**src/rtl/definitions_pkg.sv**
```systemverilog
// Shared types, immediate range constants and the immediate encoder used by
// imm_encode_packer and its output FIFO.
package definitions_pkg;

  typedef logic [31:0]        word_ut;
  typedef logic signed [31:0] word_st;

  typedef enum logic [2:0] {
    IMM_I = 3'd0,
    IMM_S = 3'd1,
    IMM_B = 3'd2,
    IMM_J = 3'd3,
    IMM_U = 3'd4
  } imm_src_e;

  // Signed ranges of the 12-, 13- and 21-bit immediates (alignment is
  // checked separately for the B and J formats).
  localparam int IMM12_MIN = -2048;
  localparam int IMM12_MAX = 2047;
  localparam int IMM13_MIN = -4096;
  localparam int IMM13_MAX = 4095;
  localparam int IMM21_MIN = -1048576;
  localparam int IMM21_MAX = 1048575;

  // FIFO payload: encoded word plus its error flag.
  typedef struct packed {
    word_ut instr;
    logic   err;
  } enc_entry_s;

  // Scatter imm into the immediate fields of base. A value that does not
  // sign-extend from the format's top bit, a misaligned B/J offset, a U value
  // with low bits set or an unknown format returns base untouched with err=1.
  function automatic enc_entry_s encode_imm(imm_src_e src, word_ut base, word_st imm);
    enc_entry_s e;
    logic       ok;
    word_ut     u;
    u       = imm;
    ok      = 1'b0;
    e.instr = base;
    e.err   = 1'b1;
    case (src)
      IMM_I: begin
        ok      = (u[31:11] == {21{u[11]}});
        e.instr = {u[11:0], base[19:0]};
      end
      IMM_S: begin
        ok      = (u[31:11] == {21{u[11]}});
        e.instr = {u[11:5], base[24:12], u[4:0], base[6:0]};
      end
      IMM_B: begin
        ok      = (u[31:12] == {20{u[12]}}) && !u[0];
        e.instr = {u[12], u[10:5], base[24:12], u[4:1], u[11], base[6:0]};
      end
      IMM_J: begin
        ok      = (u[31:20] == {12{u[20]}}) && !u[0];
        e.instr = {u[20], u[10:1], u[11], u[19:12], base[11:0]};
      end
      IMM_U: begin
        ok      = (u[11:0] == 12'd0);
        e.instr = {u[31:12], base[11:0]};
      end
      default: ok = 1'b0;
    endcase
    if (!ok) begin
      e.instr = base;
    end
    e.err = !ok;
    return e;
  endfunction

endpackage

```
**src/rtl/sync_fifo.sv**
```systemverilog
// Count-based synchronous FIFO with wrap-around pointers and valid/ready on
// both sides. Read data is the head entry, forced to zero while empty.
import definitions_pkg::*;

module sync_fifo #(
  parameter int  DEPTH = 4,
  parameter type T     = enc_entry_s
) (
  input  logic clk_i,
  input  logic rst_i,
  input  logic wr_valid_i,
  output logic wr_ready_o,
  input  T     wr_data_i,
  output logic rd_valid_o,
  input  logic rd_ready_i,
  output T     rd_data_o
);

  localparam int AW = $clog2(DEPTH);

  T              mem_q [DEPTH];
  logic [AW-1:0] wr_ptr_q, wr_ptr_d;
  logic [AW-1:0] rd_ptr_q, rd_ptr_d;
  logic [AW:0]   count_q, count_d;
  logic          full, empty, push, pop;

  assign full       = (count_q == (AW+1)'(DEPTH));
  assign empty      = (count_q == '0);
  assign push       = wr_valid_i && !full;
  assign pop        = rd_ready_i && !empty;
  assign wr_ready_o = !full;
  assign rd_valid_o = !empty;
  assign rd_data_o  = empty ? T'('0) : mem_q[rd_ptr_q];

  // Next pointer and occupancy values; power-of-two depth wraps naturally.
  always_comb begin
    wr_ptr_d = wr_ptr_q;
    rd_ptr_d = rd_ptr_q;
    count_d  = count_q;
    if (push) wr_ptr_d = wr_ptr_q + AW'(1);
    if (pop)  rd_ptr_d = rd_ptr_q + AW'(1);
    case ({push, pop})
      2'b10:   count_d = count_q + (AW+1)'(1);
      2'b01:   count_d = count_q - (AW+1)'(1);
      default: count_d = count_q;
    endcase
  end

  // Pointer and occupancy registers; reset empties the FIFO.
  always_ff @(posedge clk_i) begin
    if (rst_i) begin
      wr_ptr_q <= '0;
      rd_ptr_q <= '0;
      count_q  <= '0;
    end else begin
      wr_ptr_q <= wr_ptr_d;
      rd_ptr_q <= rd_ptr_d;
      count_q  <= count_d;
    end
  end

  // Storage write; contents need no reset since reads are masked while empty.
  always_ff @(posedge clk_i) begin
    if (push) begin
      mem_q[wr_ptr_q] <= wr_data_i;
    end
  end

endmodule

```
**src/rtl/imm_encode_packer.sv**
```systemverilog
// Immediate encoder: range-checks a signed immediate against the chosen
// format, scatters it into a base instruction and queues the result in an
// output FIFO. Optional statistics counters are enabled by defining
// IMM_ENCODE_STATS_EN.
import definitions_pkg::*;

module imm_encode_packer #(
  parameter int FIFO_DEPTH = 4
`ifdef IMM_ENCODE_STATS_EN
  ,
  parameter int CNT_W      = 16
`endif
) (
  input  logic     clk_i,
  input  logic     rst_i,
  input  logic     in_valid_i,
  output logic     in_ready_o,
  input  imm_src_e in_imm_src_i,
  input  word_ut   in_base_i,
  input  word_st   in_imm_i,
  output logic     out_valid_o,
  input  logic     out_ready_i,
  output word_ut   out_instr_o,
`ifdef IMM_ENCODE_STATS_EN
  output logic [CNT_W-1:0] enc_cnt_o,
  output logic [CNT_W-1:0] err_cnt_o,
`endif
  output logic     out_err_o
);

  enc_entry_s enc_d;
  enc_entry_s head;

  assign enc_d       = encode_imm(in_imm_src_i, in_base_i, in_imm_i);
  assign out_instr_o = head.instr;
  assign out_err_o   = head.err;

  sync_fifo #(
    .DEPTH (FIFO_DEPTH),
    .T     (enc_entry_s)
  ) u_fifo (
    .clk_i      (clk_i),
    .rst_i      (rst_i),
    .wr_valid_i (in_valid_i),
    .wr_ready_o (in_ready_o),
    .wr_data_i  (enc_d),
    .rd_valid_o (out_valid_o),
    .rd_ready_i (out_ready_i),
    .rd_data_o  (head)
  );

`ifdef IMM_ENCODE_STATS_EN
  logic [CNT_W-1:0] enc_cnt_q, enc_cnt_d;
  logic [CNT_W-1:0] err_cnt_q, err_cnt_d;
  logic             accept;

  assign accept    = in_valid_i && in_ready_o;
  assign enc_cnt_o = enc_cnt_q;
  assign err_cnt_o = err_cnt_q;

  // Saturating counts of accepted requests and of those flagged in error.
  always_comb begin
    enc_cnt_d = enc_cnt_q;
    err_cnt_d = err_cnt_q;
    if (accept && (enc_cnt_q != '1)) enc_cnt_d = enc_cnt_q + CNT_W'(1);
    if (accept && enc_d.err && (err_cnt_q != '1)) err_cnt_d = err_cnt_q + CNT_W'(1);
  end

  // Counter registers, cleared by reset.
  always_ff @(posedge clk_i) begin
    if (rst_i) begin
      enc_cnt_q <= '0;
      err_cnt_q <= '0;
    end else begin
      enc_cnt_q <= enc_cnt_d;
      err_cnt_q <= err_cnt_d;
    end
  end
`endif

endmodule

```
**config.mk**
```make
export PLATFORM = sky130hd
export DESIGN_NAME = imm_encode_packer
export DESIGN_NICKNAME = d
export VERILOG_FILES = /design/src/rtl/definitions_pkg.sv /design/src/rtl/sync_fifo.sv /design/src/rtl/imm_encode_packer.sv
export SDC_FILE = /design/constraint.sdc
export NUM_CORES = 1
export LEC_CHECK = 0
export ABC_CLOCK_PERIOD_IN_PS = 3400
export BUFFER_PORTS_ARGS = -buffer_cell sky130_fd_sc_hd__buf_4
export CORE_AREA = 2 2 156 158
export DETAILED_ROUTE_END_ITERATION = 7
export DIE_AREA = 0 0 158 160
export GPL_TIMING_DRIVEN = 0
export MAX_ROUTING_LAYER = met4
export PLACE_DENSITY = 0.52
export SLEW_MARGIN = 20
export SYNTH_ARGS = -nofsm -noshare
export SYNTH_HDL_FRONTEND = slang
export SYNTH_SLANG_ARGS = --single-unit
```
**constraint.sdc**
```tcl
create_clock -name clk_i -period 3.4 [get_ports clk_i]
set_clock_uncertainty 0.15 [all_clocks]
set_input_delay 0.34 -clock clk_i [delete_from_list [all_inputs] [get_ports clk_i]]
set_output_delay 0.34 -clock clk_i [all_outputs]
set_load 0.03 [all_outputs]
```
==> results.toml, run 1 <==
[synth]
syn_nets = 475
yosys_warnings = 0
synth_flop_cell = "edfxtp_1"
synth_edf_count = 132
yosysTopAreaCellShare_pct = 62.89
synth_seq_cells = 141
synth_cells = 398
synthTopCellsByArea = "edfxtp_1, mux4_2, and2_1, dfxtp_1, mux2_2"
ys_types = 47
async_flop_share_pct = 0
avgSynthCellArea_sq_um = 15.83
synthesis.area_sq_mm = 0.006302
yosysTopAreaCell = "edfxtp_1"
yosysSeqAreaShare_pct = 65.75

[power]
combinationalPowerShare_pct = 36.5
p_clk_share_pct = 28.1
peakVddDrop_mv = 0.2883
leakage_nw = 2.850
seqPwrFrac_pct = 35.4
p_int_mw = 4.018
powerDensity_mw_per_mm2 = 743.3
swShare_pct = 33.89
switchingPower_mw = 2.060

[global_route]
grt_pass1_wl_microns = 24000
gr-usage-all-layers_pct = 13.50
gr-total-overflow = 0
grt_max_degree = 21
use_met2_pct = 22.15
met3_usage_pct = 3.908
antenna_found_initial = 0
first_global_vias = 4161
use_met1_pct = 15.44
grt_busiest_layer = "met2"

[cts]
clk-insertion-delay-late_ns = 0.42
cts_root_buffer = "clkbuf_16"
cts_buffer_depth = 2
cts_buffers = 17
clkTransAtPathRegs_ns = 0.06
cts_tree = "built"
htreeDepth = 4
post_cts_buffers = 0
cts_sinks = 141

[cells_and_area]
drive_gt1_share_pct = 36.10
nets = 607
multiInputGateArea_sq_mm = 0.002016
layout_commonest_cell = "edfxtp_1"
mostFrequentLayoutCells = "edfxtp_1, buf_4, and2_1"
seqCellArea_sq_mm = 0.004144
syn_to_final_growth_pct = 29.76
num_antenna_cells = 0
fillers = 2348

[sta]
fmaxAchievable_mhz = 341.8
max-slew-margin-rel_pct = 52.65
period_needed_ns = 2.926
hold_viol_final = 0
hold_ws_ns = 0.1107
setup_viol = 0
finalSetupTns_ns = 0
rsz0062_at_grt = "false"
slew_violations = 0
tightest_slew_ns = 0.7102
post-route-period-util_pct = 86.05

[critical_path]
critical_path_class = "register to output port"
worst_setup_path_end_kind = "output port"
crit_fanout = 10
arrival_ns = 2.44
critPathRequiredTime_ns = 2.91
critPathLaunchType = "register"

[min_path]
hold_path.class = "input port to register"

[routing]
drc = 0
drtIter0Drc = 239
vias_per_cell = 4.555
wire_per_inst_microns = 18.51
vias = 3949
wl_microns = 16050
ant_nets = 0
first_pass_iters = 4

[placed_design]
portBuffers = 102
gp_congestion = 0.8054
dpl.hpwl_microns = 11620

[die]
rows = 57
core_sq_mm = 0.02382
ios = 106
start_util_pct = 26.46
die_w_microns = 158
die-area_sq_mm = 0.02528
die_h_microns = 160

[flow_run]
maxCapViolCount = 0

[run_status]
status = "finished, final reports clean"
==> critical path: stages (launching register included) <==
cell	delay (ns)
dfxtp_1	0.31
clkbuf_1	0.31
buf_2	0.44
mux4_2	0.56
and2_1	0.22
buf_4	0.18
==> worst paths after layout <==
| check | startpoint | end | slack [ns] | depth (start not counted) |
|---|---|---|---|---|
| worst max-delay path | register | out_instr_o[22] | 0.47 | 5 |
| worst min-delay path | in_base_i[8] | u_fifo.mem_q[3][9]$_DFFE_PP_ | 0.11 | 2 |
| worst max register to register | u_fifo.count_q[0]$_SDFFE_PP0P_ | u_fifo.count_q[2]$_SDFFE_PP0P_ | 0.85 | 9 |
| worst min register to register | u_fifo.wr_ptr_q[1]$_SDFFE_PP0P_ | u_fifo.wr_ptr_q[1]$_SDFFE_PP0P_ | 0.36 | 2 |
==> layer usage <==
| layer | wire length (microns) | vias up |
|---|---|---|
| li1 | - | 1823 |
| met1 | 6582 | 1980 |
| met2 | 8086 | 115 |
| met3 | 894 | 31 |
| met4 | 487 | 0 |
| met5 | 0 | - |
==> synthesized netlist by cell type, drive strengths merged (6+ instances only) <==
library cell and count:
nor2 18, o21ai 13, dfxtp 9, and2 35, nand2 12, clkbuf 13
nand3 6, mux4 33, inv 16, buf 8, mux2 14, nor4 8
a221oi 6, edfxtp 132, a21oi 16
==> metrics by stage <==
stage	power [mW]	utilization, %	setup WS [ns]	instance area (sq um)	cells
3_3_place_gp	4.410	31.37	0.3302	7473	824
2_1_floorplan	3.595	-	0.9316	6302	398
4_1_cts	6.185	34.33	0.3794	8178	867
6_report	6.078	34.33	0.4742	8178	867
5_1_grt	6.397	34.33	0.2884	8178	867
3_5_place_dp	4.467	31.73	0.2205	7559	828
==> cell families (layout without fill, tap and decap cells) <==
group	after synthesis	in the layout	synth area share, %
xor+xnor	6	6	0.8338
compound gates	55	55	5.698
fa+ha+maj	6	6	1.310
buf+inv	37	182	2.343
mux	47	47	14.53
simple gates	106	106	9.529
flops	141	141	65.75
==> timing repair <==
action                                  in CTS  in global routing
endpoints found under the setup margin       0                  0
endpoints found under the hold margin       28                  0
hold buffers                                 7                  0
resized for setup                            0                  0
==> flip-flops by register name, summed over array words and instances, names as in the netlist, named ones only <==
register,count
u_fifo.rd_ptr_q,2
u_fifo.count_q,3
u_fifo.wr_ptr_q,2
u_fifo.mem_q,132
==> cell type report <==
type | instances | area share (%)
well taps | 324 | 4.957
plain buffers | 21 | 1.071
clock inverters | 13 | 1.423
inverters | 16 | 0.7344
repair buffers | 113 | 11.20
multi-input cells | 220 | 24.65
clock buffers | 19 | 5.294
flip-flops and latches | 141 | 50.67
==> power by group through the flow <==
stage	Combinational (mW)	Clock [mW]	Sequential, mW
floorplan	1.42	0	2.18
global placement	2.22	0	2.19
detailed placement	2.28	0	2.19
CTS	2.29	1.74	2.15
global route	2.41	1.82	2.17
finish	2.22	1.71	2.15
No activity file was read; power rests on OpenSTA's default activity.
==> run 2, diff against run 1 <==
--- a/config.mk
+++ b/config.mk
@@ -5,7 +5,7 @@
 export SDC_FILE = /design/constraint.sdc
 export NUM_CORES = 1
 export LEC_CHECK = 0
-export ABC_CLOCK_PERIOD_IN_PS = 3400
+export ABC_CLOCK_PERIOD_IN_PS = 3800
 export BUFFER_PORTS_ARGS = -buffer_cell sky130_fd_sc_hd__buf_4
 export CORE_AREA = 2 2 156 158
 export DETAILED_ROUTE_END_ITERATION = 7
@@ -13,7 +13,7 @@
 export GPL_TIMING_DRIVEN = 0
 export MAX_ROUTING_LAYER = met4
 export PLACE_DENSITY = 0.52
-export SLEW_MARGIN = 20
+export SLEW_MARGIN = 5
 export SYNTH_ARGS = -nofsm -noshare
 export SYNTH_HDL_FRONTEND = slang
 export SYNTH_SLANG_ARGS = --single-unit
==> constraint.sdc (replaced) <==
create_clock -name clk_i -period 3.8 [get_ports clk_i]
set_clock_uncertainty 0.15 [all_clocks]
set_input_delay 0.38 -clock clk_i [delete_from_list [all_inputs] [get_ports clk_i]]
set_output_delay 0.38 -clock clk_i [all_outputs]
set_load 0.03 [all_outputs]
==> results.toml, run 2 (synthesis results as in run 1) <==
[critical_path]
critPathLaunchType = "register"
critPathRequiredTime_ns = 3.27
arrival_ns = 2.44
worst_setup_path_end_kind = "output port"
crit_path_top_delay_cell = "mux4_2"
slowest_delay_ns = 0.56
critical_path_class = "register to output port"
crit_fanout = 10
critPathBufInv = 3
critical-path-top-delay-family = "buffers and inverters"
path_cells = "clkbuf_1 -> buf_2 -> mux4_2 -> and2_1 -> buf_4"

[sta]
tightest_slew_ns = 0.7215
hold_viol_final = 0
finalSetupTns_ns = 0
max-slew-margin-rel_pct = 51.90
period_needed_ns = 2.972
fmaxAchievable_mhz = 336.5
rsz0062_at_grt = "false"
setup_viol = 0
slew_violations = 0
post-route-period-util_pct = 78.21

[routing]
wire_per_inst_microns = 18.55
ant_nets = 0
vias = 3965
first_pass_iters = 6
drc = 0
wl_microns = 16040
vias_per_cell = 4.584
drtIter0Drc = 219

[die]
die_h_microns = 160
start_util_pct = 26.46
die-area_sq_mm = 0.02528
die_w_microns = 158
rows = 57
ios = 106
core_sq_mm = 0.02382

[global_route]
gr-usage-all-layers_pct = 13.48
first_global_vias = 4153
grt_busiest_layer = "met2"
antenna_found_initial = 0
met3_usage_pct = 3.962
grt_pass1_wl_microns = 23970
use_met2_pct = 22.11
use_met1_pct = 15.40
grt_max_degree = 21
gr-total-overflow = 0

[cts]
htreeDepth = 4
cts_buffers = 17
cts_sinks = 141
cts_buffer_depth = 2
post_cts_buffers = 0
clkTransAtPathRegs_ns = 0.06
clk-insertion-delay-late_ns = 0.41
cts_hold_buf = 5
cts_resized = 0
cts_tree = "built"
cts_root_buffer = "clkbuf_16"

[cells_and_area]
fillers = 2347
largest_register_ffs = 132
num_antenna_cells = 0
finalNonFillerCells = 865
mostFrequentLayoutCells = "edfxtp_1, buf_4, and2_1"
nets = 605
seqCellArea_sq_mm = 0.004144
reg_top3 = "u_fifo.mem_q x132, u_fifo.count_q x3"
drive_gt1_share_pct = 36.23
layout_commonest_cell = "edfxtp_1"
multiInputGateArea_sq_mm = 0.002016
syn_to_final_growth_pct = 29.44
regMostFlops = "u_fifo.mem_q"

[power]
powerDensity_mw_per_mm2 = 666.3
peakVddDrop_mv = 0.2572
leakage_nw = 2.842

[run_status]
status = "finished, final reports clean"

[flow_run]
maxCapViolCount = 0

[placed_design]
dp.cells = 828
dpl.hpwl_microns = 11620
gp_congestion = 0.8054
portBuffers = 102

[min_path]
hold_path.class = "input port to register"
==> run 2: report_power, final <==
| group | total [mW] | internal, mW | switching (mW) | leakage [nW] |
|---|---|---|---|---|
| logic | 1.99 | 0.814 | 1.17 | 1.30 |
| clock network | 1.52 | 0.900 | 0.625 | 0.255 |
| registers | 1.92 | 1.88 | 0.0446 | 1.28 |
| total | 5.44 | 3.59 | 1.84 | 2.84 |
==> run 2: worst paths after layout <==
| path | cells after the start | start | to | slack, ns |
|---|---|---|---|---|
| max reg2reg | 9 | u_fifo.count_q[0]$_SDFFE_PP0P_ | u_fifo.count_q[2]$_SDFFE_PP0P_ | 1.25 |
| max | 5 | register | out_instr_o[22] | 0.83 |
| min | 1 | in_base_i[3] | u_fifo.mem_q[1][4]$_DFFE_PP_ | 0.02 |
| min reg2reg | 2 | u_fifo.wr_ptr_q[1]$_SDFFE_PP0P_ | u_fifo.wr_ptr_q[1]$_SDFFE_PP0P_ | 0.36 |
==> run 2: final cells by class <==
| type | count | area share, % |
|---|---|---|
| clock buffer | 19 | 5.307 |
| clock inverter | 13 | 1.426 |
| multi-input combinational | 220 | 24.71 |
| timing repair buffer | 111 | 10.98 |
| inverter | 16 | 0.7362 |
| buffer | 21 | 1.074 |
| tap | 324 | 4.969 |
| sequential | 141 | 50.80 |
==> run 2: metrics by stage <==
stage          worst slack [ns]  util (%)  cell area (sq um)  power, mW  hold slack, ns
4_1_cts                  0.7394     34.25               8158      5.532       0.0003488
3_3_place_gp             0.6902     31.37               7473      3.946          0.3264
3_5_place_dp             0.5805     31.73               7559      3.997          0.3477
2_1_floorplan             1.332         -               6302      3.217          0.3169
5_1_grt                  0.6484     34.25               8158      5.722        0.003123
6_report                 0.8280     34.25               8158      5.436         0.01568
==> run 2: routing by layer <==
layer / vias to the layer above / routed length [microns] / share of wire, %
met3: 29 / 897 / 5.6
met4: 0 / 456 / 2.8
met2: 123 / 8094 / 50
met1: 1995 / 6596 / 41
met5: - / 0 / 0
li1: 1818 / - / -
